### src/rtl/xpar_uart.sv
// xpar_uart: 8N1 UART on the picoVersat parallel bus. It has a small TX FIFO,
// a single-entry RX holding register and a software-programmable baud divisor.
//
// state | meaning
// IDLE  | TX: waiting for FIFO data      / RX: waiting for a synchronized low
// START | TX: driving the start bit      / RX: waiting to re-check the line mid-bit
// DATA  | eight data bits, LSB first, one bit period each
// STOP  | TX: driving the stop bit       / RX: waiting to sample the stop bit
module xpar_uart #(
    parameter int          DATA_W     = 32,
    parameter int          PAR_ADDR_W = 12,
    parameter int          TX_DEPTH   = 4,
    parameter logic [15:0] DIV_RST    = 16'd433
) (
    input  logic                  clk,
    input  logic                  rst,
    input  logic [PAR_ADDR_W-1:0] par_addr,
    input  logic                  par_re,
    input  logic                  par_we,
    input  logic [DATA_W-1:0]     par_out,
    output logic [DATA_W-1:0]     par_in,
    output logic                  txd,
    input  logic                  rxd
);
    localparam int PTR_W = $clog2(TX_DEPTH);
    localparam int CNT_W = PTR_W + 1;

    localparam logic [1:0] S_IDLE  = 2'd0;
    localparam logic [1:0] S_START = 2'd1;
    localparam logic [1:0] S_DATA  = 2'd2;
    localparam logic [1:0] S_STOP  = 2'd3;

    logic [15:0]      div_q, div_d;
    logic [7:0]       fifo_q [TX_DEPTH];
    logic [7:0]       fifo_d [TX_DEPTH];
    logic [PTR_W-1:0] wr_ptr_q, wr_ptr_d, rd_ptr_q, rd_ptr_d;
    logic [CNT_W-1:0] count_q, count_d;

    logic [1:0]  tx_state_q, tx_state_d;
    logic [15:0] tx_cnt_q, tx_cnt_d;
    logic [2:0]  tx_bit_q, tx_bit_d;
    logic [7:0]  tx_shift_q, tx_shift_d;
    logic        txd_q, txd_d;

    logic        rx_s1_q, rx_s2_q;
    logic [1:0]  rx_state_q, rx_state_d;
    logic [15:0] rx_cnt_q, rx_cnt_d;
    logic [2:0]  rx_bit_q, rx_bit_d;
    logic [7:0]  rx_shift_q, rx_shift_d;
    logic [7:0]  rx_byte_q, rx_byte_d;
    logic        rx_valid_q, rx_valid_d;
    logic        overrun_q, overrun_d;
    logic        frame_err_q, frame_err_d;

    logic [1:0] addr;
    logic       wr_tx, wr_stat, wr_div, rd_pop;
    logic       tx_full, tx_empty, tx_busy, tx_push, tx_pop, rx_done;
    logic       unused_bits;

    assign addr     = par_addr[1:0];
    assign wr_tx    = par_we && (addr == 2'd0);
    assign wr_stat  = par_we && (addr == 2'd1);
    assign wr_div   = par_we && (addr == 2'd3);
    assign rd_pop   = par_re && (addr == 2'd2) && rx_valid_q;
    assign tx_full  = (count_q == CNT_W'(TX_DEPTH));
    assign tx_empty = (count_q == '0);
    assign tx_busy  = (tx_state_q != S_IDLE);
    assign tx_push  = wr_tx && !tx_full;
    assign txd      = txd_q;
    assign unused_bits = ^{par_out[DATA_W-1:16], par_addr[PAR_ADDR_W-1:2]};

    // Bit timers reload div_q at every bit boundary, so a DIV write lands on the next bit.
    always_comb begin
        div_d      = wr_div ? par_out[15:0] : div_q;
        fifo_d     = fifo_q;
        wr_ptr_d   = wr_ptr_q;
        rd_ptr_d   = rd_ptr_q;
        count_d    = count_q;
        tx_state_d = tx_state_q;
        tx_cnt_d   = tx_cnt_q;
        tx_bit_d   = tx_bit_q;
        tx_shift_d = tx_shift_q;
        tx_pop     = 1'b0;

        case (tx_state_q)
            S_IDLE: begin
                if (!tx_empty) begin
                    tx_pop     = 1'b1;
                    tx_shift_d = fifo_q[rd_ptr_q];
                    tx_state_d = S_START;
                    tx_cnt_d   = div_q;
                end
            end
            S_START: begin
                if (tx_cnt_q == 16'd0) begin
                    tx_state_d = S_DATA;
                    tx_cnt_d   = div_q;
                    tx_bit_d   = 3'd0;
                end else begin
                    tx_cnt_d = tx_cnt_q - 16'd1;
                end
            end
            S_DATA: begin
                if (tx_cnt_q == 16'd0) begin
                    tx_shift_d = {1'b1, tx_shift_q[7:1]};
                    tx_cnt_d   = div_q;
                    if (tx_bit_q == 3'd7) begin
                        tx_state_d = S_STOP;
                    end else begin
                        tx_bit_d = tx_bit_q + 3'd1;
                    end
                end else begin
                    tx_cnt_d = tx_cnt_q - 16'd1;
                end
            end
            default: begin
                if (tx_cnt_q == 16'd0) begin
                    if (!tx_empty) begin
                        tx_pop     = 1'b1;
                        tx_shift_d = fifo_q[rd_ptr_q];
                        tx_state_d = S_START;
                        tx_cnt_d   = div_q;
                    end else begin
                        tx_state_d = S_IDLE;
                    end
                end else begin
                    tx_cnt_d = tx_cnt_q - 16'd1;
                end
            end
        endcase

        if (tx_push) begin
            fifo_d[wr_ptr_q] = par_out[7:0];
            wr_ptr_d         = wr_ptr_q + PTR_W'(1);
        end
        if (tx_pop) begin
            rd_ptr_d = rd_ptr_q + PTR_W'(1);
        end
        case ({tx_push, tx_pop})
            2'b10:   count_d = count_q + CNT_W'(1);
            2'b01:   count_d = count_q - CNT_W'(1);
            default: count_d = count_q;
        endcase

        // Registered line driven from the next state keeps txd glitch-free.
        case (tx_state_d)
            S_START: txd_d = 1'b0;
            S_DATA:  txd_d = tx_shift_d[0];
            default: txd_d = 1'b1;
        endcase
    end

    always_comb begin
        rx_state_d  = rx_state_q;
        rx_cnt_d    = rx_cnt_q;
        rx_bit_d    = rx_bit_q;
        rx_shift_d  = rx_shift_q;
        rx_done     = 1'b0;

        case (rx_state_q)
            S_IDLE: begin
                if (!rx_s2_q) begin
                    rx_state_d = S_START;
                    rx_cnt_d   = {1'b0, div_q[15:1]};
                end
            end
            S_START: begin
                if (rx_cnt_q == 16'd0) begin
                    rx_state_d = rx_s2_q ? S_IDLE : S_DATA;
                    rx_cnt_d   = div_q;
                    rx_bit_d   = 3'd0;
                end else begin
                    rx_cnt_d = rx_cnt_q - 16'd1;
                end
            end
            S_DATA: begin
                if (rx_cnt_q == 16'd0) begin
                    rx_shift_d = {rx_s2_q, rx_shift_q[7:1]};
                    rx_cnt_d   = div_q;
                    if (rx_bit_q == 3'd7) begin
                        rx_state_d = S_STOP;
                    end else begin
                        rx_bit_d = rx_bit_q + 3'd1;
                    end
                end else begin
                    rx_cnt_d = rx_cnt_q - 16'd1;
                end
            end
            default: begin
                if (rx_cnt_q == 16'd0) begin
                    rx_done    = 1'b1;
                    rx_state_d = S_IDLE;
                end else begin
                    rx_cnt_d = rx_cnt_q - 16'd1;
                end
            end
        endcase
    end

    // Flag sets are applied after the software clears so a same-edge event wins.
    always_comb begin
        rx_byte_d   = rx_byte_q;
        rx_valid_d  = rd_pop ? 1'b0 : rx_valid_q;
        overrun_d   = (wr_stat && par_out[4]) ? 1'b0 : overrun_q;
        frame_err_d = (wr_stat && par_out[5]) ? 1'b0 : frame_err_q;
        if (rx_done) begin
            if (rx_valid_q && !rd_pop) begin
                overrun_d = 1'b1;
            end else begin
                rx_byte_d  = rx_shift_q;
                rx_valid_d = 1'b1;
            end
            if (!rx_s2_q) begin
                frame_err_d = 1'b1;
            end
        end
    end

    always_comb begin
        par_in = '0;
        if (par_re) begin
            case (addr)
                2'd1:    par_in[5:0]  = {frame_err_q, overrun_q, rx_valid_q,
                                         tx_busy, tx_empty, tx_full};
                2'd2:    par_in[7:0]  = rx_byte_q;
                2'd3:    par_in[15:0] = div_q;
                default: par_in       = '0;
            endcase
        end
    end

    always_ff @(posedge clk) begin
        fifo_q <= fifo_d;
    end

    always_ff @(posedge clk) begin
        if (rst) begin
            div_q       <= DIV_RST;
            wr_ptr_q    <= '0;
            rd_ptr_q    <= '0;
            count_q     <= '0;
            tx_state_q  <= S_IDLE;
            tx_cnt_q    <= '0;
            tx_bit_q    <= '0;
            tx_shift_q  <= '0;
            txd_q       <= 1'b1;
            rx_s1_q     <= 1'b1;
            rx_s2_q     <= 1'b1;
            rx_state_q  <= S_IDLE;
            rx_cnt_q    <= '0;
            rx_bit_q    <= '0;
            rx_shift_q  <= '0;
            rx_byte_q   <= '0;
            rx_valid_q  <= 1'b0;
            overrun_q   <= 1'b0;
            frame_err_q <= 1'b0;
        end else begin
            div_q       <= div_d;
            wr_ptr_q    <= wr_ptr_d;
            rd_ptr_q    <= rd_ptr_d;
            count_q     <= count_d;
            tx_state_q  <= tx_state_d;
            tx_cnt_q    <= tx_cnt_d;
            tx_bit_q    <= tx_bit_d;
            tx_shift_q  <= tx_shift_d;
            txd_q       <= txd_d;
            rx_s1_q     <= rxd;
            rx_s2_q     <= rx_s1_q;
            rx_state_q  <= rx_state_d;
            rx_cnt_q    <= rx_cnt_d;
            rx_bit_q    <= rx_bit_d;
            rx_shift_q  <= rx_shift_d;
            rx_byte_q   <= rx_byte_d;
            rx_valid_q  <= rx_valid_d;
            overrun_q   <= overrun_d;
            frame_err_q <= frame_err_d;
        end
    end
endmodule

### config.mk
export PLATFORM = sky130hd
export DESIGN_NAME = xpar_uart
export DESIGN_NICKNAME = d
export VERILOG_FILES = /design/src/rtl/xpar_uart.sv
export SDC_FILE = /design/constraint.sdc
export NUM_CORES = 1
export LEC_CHECK = 0
export CAP_MARGIN = 20
export CELL_PAD_IN_SITES_DETAIL_PLACEMENT = 1
export CELL_PAD_IN_SITES_GLOBAL_PLACEMENT = 1
export CORE_UTILIZATION = 39
export DETAILED_ROUTE_END_ITERATION = 10
export PLACE_DENSITY = 0.8
export SKIP_LAST_GASP = 1
export SLEW_MARGIN = 20
export SYNTH_ARGS = -nofsm -noshare
export SYNTH_HDL_FRONTEND = slang
export SYNTH_SLANG_ARGS = --single-unit
### constraint.sdc
create_clock -name clk -period 2.55 [get_ports clk]
set_input_delay 0.3825 -clock clk [delete_from_list [all_inputs] [get_ports clk]]
set_output_delay 0.3825 -clock clk [all_outputs]
set_load 0.005 [all_outputs]
* After elaboration in Yosys (flattened, before gate mapping)
Cells that the tools add are included.
W data, S select, Z words.
** Storage, ports and cells
- Register bits :: 127
- Bits of input ports :: 49
- Output and inout bits :: 33
- Word-level logic and storage cells :: 156
** Operators by class
- Add/subtract/negate cells :: 8
- $lt $le $gt $ge :: 3
- Equality and inequality tests :: 23
- Multiplexer cells :: 60
- Bitwise logic cells :: 4
- Reductions and logical operators :: 34
** Operator list (number)
- $mux W16 :: 7
- $pmux W16 S2 :: 2
- $mux W8 :: 7
- $bwmux W32 :: 1
- $logic_not A16 Y1 :: 2
- $sub A16 B1 Y16 const B :: 2
- $pmux W8 S3 :: 1
- $mux W2 :: 11
- $mux W3 :: 6
- $pmux W3 S2 :: 3
- $pmux W6 S3 :: 1
- $bmux W8 S2 :: 1
- $demux W8 S2 :: 1
- $ne A2 B2 Y1 const B :: 8
- $mux W1 :: 14
- $eq A2 B2 Y1 const B :: 6
- $pmux W2 S3 :: 2
- $reduce_bool A2 Y1 :: 6
- $eq A2 B1 Y1 const B :: 5
- $logic_and A1 B1 Y1 :: 10
- $add A3 B1 Y3 const B :: 3
- $eq A3 B3 Y1 const B :: 3
- $reduce_and A4 Y1 :: 2
- $ge A3 B3 Y1 const B :: 2
- other kinds (16) :: 26

* Depth between registers and ports, before layout
- Word-level depth :: 8
- Depth in mapped cells :: 11
- Mapped depth without buffers :: 11

* Worst setup path after synthesis
No wires, ideal clock.
- Path kind :: flip-flop to flip-flop
- Start :: register tx_cnt_q[0]
- End :: register txd_q, in the netlist txd
- Setup time :: 0.130 ns
- Arrival time :: 2.609 ns
- Data required time :: 2.420 ns
- Slack :: -0.189 ns
- Stages on the path, launching flop included :: 10
- Path buffers :: 0
- Clock period less this slack :: 2.739 ns
- Path through :: dfxtp_1 > inv_1 > ha_1 > or3b_2 > nor4_4 > mux2i_1 > a2111oi_2 > ha_1 > a311oi_1 > o21ai_0
** On the way
- Word-level cells in the longest chain between the ends :: 5
- Elaborated cells on any way between the ends :: 11
- Those cells by class :: 2 x eq/ne; 8 x mux; 1 x reduce/logical
** RTL lines
- start, declared :: RTL line 40 : logic [15:0] tx_cnt_q, tx_cnt_d;
- start signal, assigned :: RTL line 263 : tx_cnt_q <= tx_cnt_d;
- $logic_not A16 Y1 (*) :: RTL line 95, 104, 117
- $mux W2, on equally long branches :: RTL line 117, 104, 95
- $pmux W2 S3 :: RTL line 85 : case (tx_state_q)
- $eq A2 B2 Y1 / $eq A2 B1 Y1 (equally long branches) :: RTL line 146 : case (tx_state_d)
- $pmux W1 S2 (*) :: RTL line 146
- end signal, assigned :: RTL line 266 : txd_q <= txd_d;
- end, declared :: RTL line 43 : logic txd_q, txd_d;
Every way passes the cells marked *; elsewhere a longest branch is shown, timed or not. The select of a mux whose other input is x is not followed.
A chain may end at the register's enable or synchronous reset.

* Final worst setup path
- Start :: register tx_state_q[0]
- End :: register count_q[2]
** On the way
- Word-level cells in the longest chain between the ends :: 5
- Elaborated cells on any way between the ends :: 9
- Those cells by class :: 4 x eq/ne; 2 x mux; 3 x reduce/logical
** RTL lines
- start, declared :: RTL line 39 : logic [1:0] tx_state_q, tx_state_d;
- start signal, assigned :: RTL line 262 : tx_state_q <= tx_state_d;
- $eq A2 B2 Y1 / $eq A2 B1 Y1 (equally long branches) :: RTL line 85
- $reduce_or A2 Y1 (no source line)
- $pmux W1 S2 (*) :: RTL line 85
- $eq A2 B1 Y1 / $eq A2 B2 Y1 (equally long branches) :: RTL line 139 : case ({tx_push, tx_pop})
- $pmux W3 S2 / $reduce_bool A2 Y1 (equally long branches)
- end signal, assigned :: RTL line 261 : count_q <= count_d;
- end, declared :: RTL line 37 : logic [CNT_W-1:0] count_q, count_d;
Every way passes the cells marked *; elsewhere a longest branch is shown, timed or not.

==> metrics.txt <==
R2R cell count 10; cell type with the largest total area after synthesis dfxtp_1; Post-Synth Adder-Cell Area under 10%; Max VDD drop between 0.0006 and 0.0007 V; antenna cell count 0; setup ws final -0.168 ns; switching power roughly 6000 uW; Tot GR Track Use a little over a quarter; DR iter-0 viols between 500 and 600; largest net degree at the start of global routing 33; Leak between 0.003 and 0.004 uW; fin crit share 107%; first-pass GRT wire length 40600 microns; chip height ~140 microns; Placement Cell Area ~8400 sq um; synthesized area approximately 7300 sq um; yosys warns 0; hold path endpoint rx_s2_q; Min-Delay Path Class reg2reg; Post-DP HPWL roughly 17000 microns; buffers added on ports 39; Post-Layout Inst Area between 9000 and 10000 sq um; Num Clock Sinks ~130; sum of negative setup slack -0.187 ns; sequential share of power roughly a fifth; Post-synth EDFFs 32; Worst setup EP type register; status finished with violations; Total Wirelength 25900 microns; switching share of power between 40% and 50%; fill count roughly 2.1k; number of global-route vias before repair 7451; Slew HR between 50% and 60%; cell with the most instances after synthesis nand2_1; total number of vias 7167; hold path cells 1; Finish-stage setup viols 2; Post-Layout Cell Count 1179; initial antenna violation count 0; clk buf depth 2; main combinational cell family by area after synthesis simple AND/OR/NAND/NOR gates; Final min period 2.72 ns; Post-Synth Simple-Gate Area roughly 23%; register area share after synthesis between 30% and 40%; hold path startpoint rx_s1_q; Compound-Gate Fraction of Synth Area 19.3%; Comb pwr share 59.9%; CTS Hold Buffers Added 0; Critical Path Source tx_state_q[0]; Initial DRT Pass Iterations 10; WL/cell ~22 microns; Required @ worst endpoint roughly 2.9 ns; CTS clk-pin slew, worst paths ~0.070 ns; Root Buffer Master clkbuf_16; syn avg cell area around 8.7 sq um; worst r2r src tx_state_q[0]; CTS tree yes; top_reg_cell synth dfxtp_1; dpl cells 1140; Synth top cells by count nand2_1, dfxtp_1, a21oi_1, nor2_1, clkbuf_1; fraction of synthesized area in multiplexers 6.67%; Antenna Violating Nets Remaining 0; CP arrival between 3 and 4 ns; # rows 49; nets@finish just over 1k; async set-reset flop share out of synthesis 0%; Die X approximately 140 microns; DP Worst Slack -0.216 ns; Crit Path Category reg2reg; Power Total between 10000 and 15000 uW; RSZ-0062 raised after global routing yes; reg2reg end count_q[2]; number of vias per cell between 6 and 7; CP Max Fanout 2; Initial Util about two fifths; Int Power ~7000 uW; reg2reg setup slack -0.17 ns; Setup Skew 0.00872 ns; Max Cap Viol 0; share of the synthesized area in the top cell type 26.0%; CTS Buf Count 17; H-tree depth 4; gpl congestion approximately 0.87; Pwr Density around 1400 nW/um^2; DRC violations left 1; Synth cell types 74; FF+latch count, synth 127; Final Hold Fails 0; violated checks design-rule violations, negative setup slack; fmax approximately 370 MHz; GR Overflow Total 0; Clock Power Share 18.9%; max-slew violations 0; CORE AREA 18100 sq um; layout cells sized above 1 19.2%; worst slew pin tran approximately 0.72 ns; I/O Pins 82; Mapped Cells ~840; fraction of synthesized cell area in xor and xnor cells under 10%; worst skew pair latency approximately 0.44 ns; critical path launch point type register; cells taking the most area after synthesis dfxtp_1, edfxtp_1, nand2_1, a21oi_1, ha_1; layout overhead on the synthesized area 25.9%; area of the die approximately 19000 sq um
-- cell usage in the layout (no fill, tap or decap), drive strengths merged, types with 5 or more instances in the layout --
cell type / netlist / layout
a221o: 5 / 5
nor2b: 14 / 14
nand2b: 6 / 6
a31oi: 11 / 11
a221oi: 8 / 8
ha: 22 / 22
or4: 7 / 7
xnor2: 12 / 12
a211oi: 10 / 10
or3: 7 / 7
clkbuf: 41 / 17
nor3: 26 / 26
a22oi: 8 / 8
o21ai: 41 / 41
edfxtp: 32 / 32
a311oi: 8 / 8
o31ai: 6 / 6
nand3: 27 / 27
nand2: 116 / 116
nand4: 12 / 12
conb: 1 / 16
and2: 16 / 16
inv: 31 / 40
nor2: 47 / 47
clkinv: 0 / 6
o211ai: 5 / 5
mux4: 8 / 8
o32ai: 13 / 13
buf: 28 / 93
and3: 11 / 11
clkdlybuf4s50: 0 / 36
mux2: 6 / 6
mux2i: 24 / 24
a21oi: 68 / 68
dfxtp: 95 / 95
nor3b: 7 / 7
nor4: 12 / 12
-- registers in the layout (all words and copies together) (netlist names) --
register	count
tx_cnt_q	16
frame_err_q	1
fifo_q	32
txd	1
count_q	3
rx_cnt_q	16
overrun_q	1
rx_state_q	2
rd_ptr_q	2
wr_ptr_q	2
rx_s2_q	1
tx_shift_q	8
tx_state_q	2
rx_shift_q	8
tx_bit_q	3
rx_valid_q	1
div_q	16
rx_s1_q	1
rx_bit_q	3
rx_byte_q	8
-- final cells by class --
cell class                      count  area [sq um]  area share (%)
Multi-Input combinational cell    629          4190            45.5
Sequential cell                   127          2870            31.2
Inverter                           31           116            1.26
Clock buffer                       17           425            4.62
Tap cell                          229           287            3.11
Clock inverter                     15           186            2.02
Timing Repair Buffer              131          1130            12.3
-- per-layer routing --
layer	wire (microns)	vias up	GRT usage [%]	part of all wire (%)
met1	10900	3559	32.9	42
met5	0	-	0	0
met2	12700	278	45.8	49
met4	914	0	12.4	3.5
met3	1440	72	5.52	5.6
li1	-	3258	-	-
-- through the flow --
step	util, %	hold slack [ns]
2_1_floorplan	-	0.389
3_3_place_gp	46.5	0.401
3_5_place_dp	46.5	0.401
4_1_cts	50.3	0.434
5_1_grt	50.7	0.442
6_report	50.7	0.439
-- critical path, cell delays in order, from the launching register on --
cell      delay, ns
dfxtp_2        0.34
ha_2           0.18
nor4bb_4       0.31
nand4_1        0.27
a21oi_4        0.28
ha_4           0.17
inv_1          0.05
fa_1           0.38
xor2_1         0.17
or3_1          0.33
a21oi_1        0.16
-- logic make-up after synthesis --
kind of cell | Yosys count
xor+xnor | 15
mux | 38
flops | 127
other cells | 1
buf+inv | 100
simple gates | 324
fa+ha+maj | 23
compound gates | 213
-- timing repair --
item | CTS | global route
endpoints found under the setup margin | 5 | 9
pin swaps | 6 | 7
buffers inserted | 4 | 4
resized for setup | 13 | 14
hold endpoints to repair | 0 | 0
gates cloned | 0 | 0
-- power by group through the flow --
stage               clock network (uW)  registers, uW  logic, uW
floorplan                            0           2670       4710
global placement                     0           2770       6930
detailed placement                   0           2800       7180
CTS                               2500           2770       7490
global route                      2600           2830       8430
finish                            2490           2790       7890
-- worst max-delay path by stage --
stage                             to  slack (ns)  cells past startpoint
final                     count_q[2]       -0.17                     10
after global routing      count_q[2]       -0.27                     10
after CTS                 count_q[2]       -0.10                     10
after detailed placement  count_q[2]       -0.22                     10
after global placement    count_q[2]       -0.02                     10
after floorplan                  txd        0.02                      9
No activity file was read; power rests on OpenSTA's default activity.
